[src/rtl/fpro_cmd_master.sv]
// Byte-stream command master: decodes 'W'/'R' frames from a UART byte stream into single
// FPro MMIO transactions and streams back 'K', read data, or '?'. Optional macro: FPRO_CMD_TIMEOUT_EN.
module fpro_cmd_master #(
    parameter int unsigned TIMEOUT_CYCLES = 1_000_000
) (
    input  logic        clk,
    input  logic        reset,
    input  logic [7:0]  rx_data,
    input  logic        rx_valid,
    output logic        rx_ready,
    output logic [7:0]  tx_data,
    output logic        tx_valid,
    input  logic        tx_ready,
    output logic        mmio_cs,
    output logic        mmio_wr,
    output logic        mmio_rd,
    output logic [20:0] mmio_addr,
    output logic [31:0] mmio_wr_data,
    input  logic [31:0] mmio_rd_data,
    output logic        busy
);

    typedef enum logic [2:0] {
        S_IDLE, S_ADDR, S_DATA, S_BUS_WR, S_BUS_RD, S_RESP, S_ERR
    } state_t;

    localparam logic [7:0] OP_WR   = 8'h57;
    localparam logic [7:0] OP_RD   = 8'h52;
    localparam logic [7:0] RSP_ACK = 8'h4B;
    localparam logic [7:0] RSP_ERR = 8'h3F;

    state_t      r_state;
    state_t      w_next;
    logic        r_is_wr;
    logic [1:0]  r_cnt;
    logic [20:0] r_addr;
    logic [31:0] r_wr_data;
    logic [31:0] r_resp;
    logic [1:0]  r_tx_idx;
    logic [1:0]  r_tx_last;
    logic        w_rx_fire;
    logic        w_tx_fire;
    logic        w_timeout;

    assign w_rx_fire = rx_valid && rx_ready;
    assign w_tx_fire = tx_valid && tx_ready;

`ifdef FPRO_CMD_TIMEOUT_EN
    logic [31:0] r_tmo;

    // Inter-byte watchdog: held at zero outside ADDR/DATA, so every entry starts fresh.
    always_ff @(posedge clk) begin
        if (reset)
            r_tmo <= '0;
        else if ((r_state != S_ADDR && r_state != S_DATA) || w_rx_fire)
            r_tmo <= '0;
        else
            r_tmo <= r_tmo + 32'd1;
    end

    assign w_timeout = (r_state == S_ADDR || r_state == S_DATA) && !w_rx_fire
                       && (r_tmo == TIMEOUT_CYCLES - 1);
`else
    logic w_unused_tmo;
    assign w_unused_tmo = ^TIMEOUT_CYCLES;
    assign w_timeout    = 1'b0;
`endif

    // NOTE: sequential state uses non-blocking (<=) so every register samples pre-edge values.
    always_ff @(posedge clk) begin
        if (reset)
            r_state <= S_IDLE;
        else
            r_state <= w_next;
    end

    // NOTE: w_next gets a default before the case so no path can infer a latch.
    always_comb begin
        w_next = r_state;
        case (r_state)
            S_IDLE: if (w_rx_fire)
                        w_next = (rx_data == OP_WR || rx_data == OP_RD) ? S_ADDR : S_ERR;
            S_ADDR: if (w_rx_fire && r_cnt == 2'd2)
                        w_next = r_is_wr ? S_DATA : S_BUS_RD;
                    else if (w_timeout)
                        w_next = S_IDLE;
            S_DATA: if (w_rx_fire && r_cnt == 2'd3)
                        w_next = S_BUS_WR;
                    else if (w_timeout)
                        w_next = S_IDLE;
            S_BUS_WR,
            S_BUS_RD: w_next = S_RESP;
            S_RESP: if (w_tx_fire && r_tx_idx == r_tx_last)
                        w_next = S_IDLE;
            S_ERR:  if (w_tx_fire)
                        w_next = S_IDLE;
            default: w_next = S_IDLE;
        endcase
    end

    always_comb begin
        rx_ready = 1'b0;
        tx_valid = 1'b0;
        tx_data  = 8'h00;
        mmio_cs  = 1'b0;
        mmio_wr  = 1'b0;
        mmio_rd  = 1'b0;
        busy     = (r_state != S_IDLE);
        case (r_state)
            S_IDLE, S_ADDR, S_DATA: rx_ready = 1'b1;
            S_BUS_WR: begin
                mmio_cs = 1'b1;
                mmio_wr = 1'b1;
            end
            S_BUS_RD: begin
                mmio_cs = 1'b1;
                mmio_rd = 1'b1;
            end
            S_RESP: begin
                tx_valid = 1'b1;
                tx_data  = r_resp[31:24];
            end
            S_ERR: begin
                tx_valid = 1'b1;
                tx_data  = RSP_ERR;
            end
            default: ;
        endcase
    end

    // Frame assembly and response buffer; the buffer shifts left one byte per tx handshake.
    always_ff @(posedge clk) begin
        if (reset) begin
            r_is_wr   <= 1'b0;
            r_cnt     <= 2'd0;
            r_addr    <= '0;
            r_wr_data <= '0;
            r_resp    <= '0;
            r_tx_idx  <= 2'd0;
            r_tx_last <= 2'd0;
        end else begin
            case (r_state)
                S_IDLE: if (w_rx_fire) begin
                    r_is_wr <= (rx_data == OP_WR);
                    r_cnt   <= 2'd0;
                end
                S_ADDR: if (w_rx_fire) begin
                    r_addr <= {r_addr[12:0], rx_data};
                    r_cnt  <= (r_cnt == 2'd2) ? 2'd0 : r_cnt + 2'd1;
                end
                S_DATA: if (w_rx_fire) begin
                    r_wr_data <= {r_wr_data[23:0], rx_data};
                    r_cnt     <= r_cnt + 2'd1;
                end
                S_BUS_WR: begin
                    r_resp    <= {RSP_ACK, 24'h0};
                    r_tx_idx  <= 2'd0;
                    r_tx_last <= 2'd0;
                end
                S_BUS_RD: begin
                    r_resp    <= mmio_rd_data;
                    r_tx_idx  <= 2'd0;
                    r_tx_last <= 2'd3;
                end
                S_RESP: if (w_tx_fire) begin
                    r_resp   <= {r_resp[23:0], 8'h00};
                    r_tx_idx <= r_tx_idx + 2'd1;
                end
                default: ;
            endcase
        end
    end

    assign mmio_addr    = r_addr;
    assign mmio_wr_data = r_wr_data;

endmodule

[config.mk]
export PLATFORM = sky130hd
export DESIGN_NAME = fpro_cmd_master
export DESIGN_NICKNAME = d
export VERILOG_FILES = /design/src/rtl/fpro_cmd_master.sv
export SDC_FILE = /design/constraint.sdc
export NUM_CORES = 1
export LEC_CHECK = 0
export ABC_AREA = 1
export CAP_MARGIN = 20
export CORE_MARGIN = 1
export CORE_UTILIZATION = 53
export CTS_BUF_LIST = sky130_fd_sc_hd__clkbuf_4 sky130_fd_sc_hd__clkbuf_8
export CTS_CLUSTER_SIZE = 8
export DETAILED_ROUTE_END_ITERATION = 10
export PLACE_DENSITY = 0.87
export SYNTH_ARGS = -nofsm -noshare
export SYNTH_HDL_FRONTEND = slang
export SYNTH_SLANG_ARGS = --single-unit
export TNS_END_PERCENT = 50
[constraint.sdc]
create_clock -name clk -period 2.4 [get_ports clk]
set_input_delay 0.72 -clock clk [delete_from_list [all_inputs] [get_ports clk]]
set_output_delay 0.72 -clock clk [all_outputs]
set_load 0.05 [all_outputs]
# Word-level counts from Yosys, hierarchy flattened
# Index checks and enable logic that the tools add are counted.
# Widths: inputs -> output; s select.
[classes]
addsub = 2
mux = 24
n_reduce_logical = 22
n_eq_ne = 19
[op_table]
columns = ["cell", "n"]
rows = [
  ["$pmux 32 s3", 1],
  ["$mux 32", 1],
  ["$mux 3", 7],
  ["$pmux 3 s6", 1],
  ["$eq 8x7->1 const B", 2],
  ["$ne 2x2->1 const B", 8],
  ["$pmux 8 s2", 1],
  ["$mux 2", 5],
  ["$reduce_and 2->1", 5],
  ["$eq 3x3->1 const B", 3],
  ["$reduce_bool 3->1", 3],
  ["$pmux 2 s2", 2],
  ["$eq 3x2->1 const B", 2],
  ["$pmux 2 s3", 1],
  ["$logic_and 1x1->1", 5],
  ["$mux 1", 5],
  ["$reduce_and 5->1", 1],
  ["$add 2x1->2 const B", 2],
  ["$eq 2x2->1 const B", 2],
  ["$reduce_and 4->1", 1],
  ["$reduce_bool 2->1", 2],
  ["$reduce_or 2->1", 2],
  ["$eq 3x1->1 const B", 1],
  ["$logic_not 3->1", 1],
  ["3 further kinds", 3],
]
[totals]
reg_bits = 95
output_inout_bits = 67
wordCells = 75

# Longest topological paths before layout
[logic_depth]
depth_word = 7
mapped_depth = 10

# Least setup slack after synthesis
# OpenSTA, ideal clock, no wires.
[synth_timing]
kind = "reg2out"
start = "reg r_state[0]"
end = "out tx_data[6]"
slack_ps = 154
t_arrival_ps = 1526
path_stages_with_launch = 6
cell_sequence = "dfxtp_1 > inv_2 > nor2_1 > nand2_2 > clkbuf_1 > nor2_1"
[synth_via]
elab_chain_cells = 2
word_cells_on_any_way = 3
classes_between = "eq/ne: 2; mux: 1"
[synth_lines]
columns = ["item", "line", "text"]
rows = [
  ["from (decl)", "32", "state_t r_state;"],
  ["from (signal assigned)", "74", "r_state <= w_next;"],
  ["$eq 3x3->1", "109", "case (r_state)"],
  ["$pmux 8 s2 (*)", "109", ""],
  ["to (decl)", "11", "output logic [7:0] tx_data,"],
]
# Mark *: on every way between the ends. The rest lies on a longest branch, timed or not.

# Final worst setup path
[layout_timing]
start = "reg r_wr_data[7], in the netlist mmio_wr_data[7]"
end = "out mmio_wr_data[7]"
[layout_rtl]
columns = ["item", "line", "text"]
rows = [
  ["from (decl)", "37", "logic [31:0] r_wr_data;"],
  ["from (signal assigned)", "152", "r_wr_data <= {r_wr_data[23:0], rx_data};"],
  ["to (decl)", "18", "output logic [31:0] mmio_wr_data,"],
]
# No word-level cell between the ends.

==> results.sh <==
export IMPL_status="completed"
export IMPL_yosysSeqAreaShare=0.4807
export IMPL_hold_viol_final=0
export IMPL_ys_top_cells_by_area="dfxtp_1, nor2_1, nand2_1"
export IMPL_met1_length_um=3919
export IMPL_end_kind="output port"
export IMPL_numPortBuffers=110
export IMPL_nets=693
export IMPL_p_leak_nw=2.204
export IMPL_insertion_delay_ns=0.36
export IMPL_fin_util=0.7778
export IMPL_clockBufferDepth=2
export IMPL_met3_wirelength_um=965
export IMPL_slew_viol_final=0
export IMPL_power_frac_seq=0.355
export IMPL_die_w_um=87.95
export IMPL_cp_max_fo=3
export IMPL_final_fill_count=497
export IMPL_fp_dieH_um=87.95
export IMPL_setup_viol_count_final=0
export IMPL_crit_slowest_cell="clkdlybuf4s50_1"
export IMPL_clkTransAtPathRegs_ns=0.09
export IMPL_io_pins=111
export IMPL_rows=30
export IMPL_vias=3957
export IMPL_timing_critical_path_buf_inv=1
export IMPL_holdBufCountCts=0
export IMPL_switching_share=0.4417
export IMPL_fin_tns_setup_ns=0
export IMPL_synthCells=545
export IMPL_yosysMostFrequentCell="nor2_1"
export IMPL_grt_usage=0.2739
export IMPL_postCtsSetupBuffers=0
export IMPL_grt_pass1_vias=3719
export IMPL_design_core_area_um2=6982
export IMPL_synth_top_area_frac=0.4807
export IMPL_max_stage_delay_ns=0.86
export IMPL_crit_family="buffers and inverters"
export IMPL_max_freq_ghz=0.4333
export IMPL_synth_seq_cells=94
export IMPL_crit_path_start_kind="flop"
export IMPL_clock_skew_ns=0.01255
export IMPL_synth_edf_count=0
export IMPL_avgSynthCellArea_um2=7.183
export IMPL_finalWirelength_um=10130
export IMPL_met2_length_um=5084
export IMPL_postRouteAntennaNets=0
export IMPL_vias_per_cell=5.304
export IMPL_gp_congestion=0.8495
export IMPL_yosys_area_top_type="dfxtp_1"
export IMPL_finalPower_mw=6.280
export IMPL_yosysWarnings=0
export IMPL_internal_power_mw=3.506
export IMPL_worst_slack_ns=0.09229
export IMPL_cap_violations=0
export IMPL_start_util=0.5608
export IMPL_dr_pass1_iters=5
export IMPL_top_layer="met4"
export IMPL_drcViolationCount=0
export IMPL_grt_max_degree=53
export IMPL_cts_sinks=94
export IMPL_cp_required_ns=1.68
export IMPL_antenna_found_initial=0
export IMPL_h_tree_depth=3
export IMPL_clockPowerShare=0.175
export IMPL_min_path_type="flop to flop"
export IMPL_tightestPinTransition_ns=0.7383
export IMPL_fin_crit_ns=2.308
export IMPL_peakVddDrop_uv=529.6
export IMPL_yosysUniqueCellTypes=26
export IMPL_arrival_ns=1.59
export IMPL_syn_cell_area_um2=3915
export IMPL_comb_power_share=0.470
export IMPL_drt_initial_drc_count=203
export IMPL_overflow=0
export IMPL_hpwl_um=7194
export IMPL_rsz0062_at_grt="no"
export IMPL_die_area_um2=7734
export IMPL_synth_nets=593
export IMPL_crit_type="flop to output port"
export IMPL_area_growth_pct=38.70
export IMPL_root_buffer="clkbuf_8"
export IMPL_wl_per_cell_um=13.58
export IMPL_synth_commonest_cells="nor2_1, nand2_1, dfxtp_1"
export IMPL_pre_cts_slack_ns=0.09055
export IMPL_slew_headroom=0.5066
export IMPL_diodes=0
export IMPL_powerDensity_nw_per_um2=1156
export IMPL_ys_async_sr_fraction=0
export IMPL_synthFlopType="dfxtp_1"
export IMPL_cts_resized=4
export IMPL_cts_tree="yes"
export IMPL_grt_pass1_wl_um=16490
export IMPL_crit_chain="clkdlybuf4s50_1"
export IMPL_cts_buffers=9
export IMPL_drive_gt1_frac=0.09846
export IMPL_post_route_period_util=0.9615
export IMPL_switching_power_mw=2.774
[registers in the layout (all words and copies together), names as in the netlist]
signal        count
r_resp           32
mmio_wr_data     32
r_tx_idx          2
r_is_wr           1
mmio_addr        21
r_state           3
r_tx_last         1
r_cnt             2
[metal layers]
metal / up-vias / track usage
li1: 1957 / -
met1: 1786 / 0.3140
met4: 0 / 0.1013
met2: 198 / 0.4940
met5: - / 0
met3: 16 / 0.06409
[cell type report]
class | count | area, um2 | area share
Sequential cell | 94 | 1884 | 0.3470
Multi-Input combinational cell | 390 | 1794 | 0.3304
Timing Repair Buffer | 120 | 1304 | 0.2401
Clock buffer | 9 | 123.9 | 0.02281
Tap cell | 96 | 120.1 | 0.02212
Inverter | 30 | 115.1 | 0.02120
Clock inverter | 7 | 88.84 | 0.01636
[path summary, 6_finish.rpt]
check	from	endpoint	slack, ns	cells after the start
max	mmio_wr_data[7]$_SDFFE_PP0P_	mmio_wr_data[7]	0.09	1
min reg2reg	r_resp[22]$_SDFFE_PP0P_	r_resp[22]$_SDFFE_PP0P_	0.46	2
min	r_resp[22]$_SDFFE_PP0P_	r_resp[22]$_SDFFE_PP0P_	0.46	2
max reg2reg	r_state[1]$_SDFFE_PP0P_	r_resp[20]$_SDFFE_PP0P_	0.39	6
[cells by family after synthesis]
| kind of cell | synth area share |
|---|---|
| and+or+nand+nor | 0.2579 |
| AOI/OAI and AO/OA | 0.1822 |
| DFF | 0.4807 |
| buffers and inverters | 0.06424 |
| adders and majority gates | 0.01278 |
| xor gates and xnor gates | 0.002238 |
[power by group through the flow]
stage	Clock (mW)	Sequential, mW	Combinational (mW)
finish	1.10	2.23	2.95
global route	1.19	2.28	3.19
CTS	1.11	2.22	2.95
detailed placement	0	2.25	2.93
global placement	0	2.23	2.86
floorplan	0	2.79	1.43
[layout by cell type (no fill, tap or decap), types with 2 or more instances in the layout]
cell type and n:
nand4_1 3, nor2_4 2, o211a_1 5, nand2_1 105, nor2_2 4, inv_2 7
a211oi_2 2, o21ai_1 15, nor2_1 123, o21bai_1 3, a21oi_1 38, inv_1 22
clkdlybuf4s50_1 96, clkbuf_8 9, buf_4 11, nand3_1 11, nand2_2 2, inv_6 3
buf_12 13, dfxtp_1 92, ha_1 4, dfxtp_2 2, o21ai_0 65
[stage by stage]
| stage | hold slack, ns | area [um2] | instances |
|---|---|---|---|
| floorplan | 0.4247 | 3915 | 545 |
| global placement | 0.4334 | 5200 | 730 |
| detailed placement | 0.4444 | 5200 | 730 |
| CTS | 0.4581 | 5428 | 746 |
| global route | 0.4823 | 5430 | 746 |
| finish | 0.4608 | 5430 | 746 |
(Power assumes the default switching activity.)
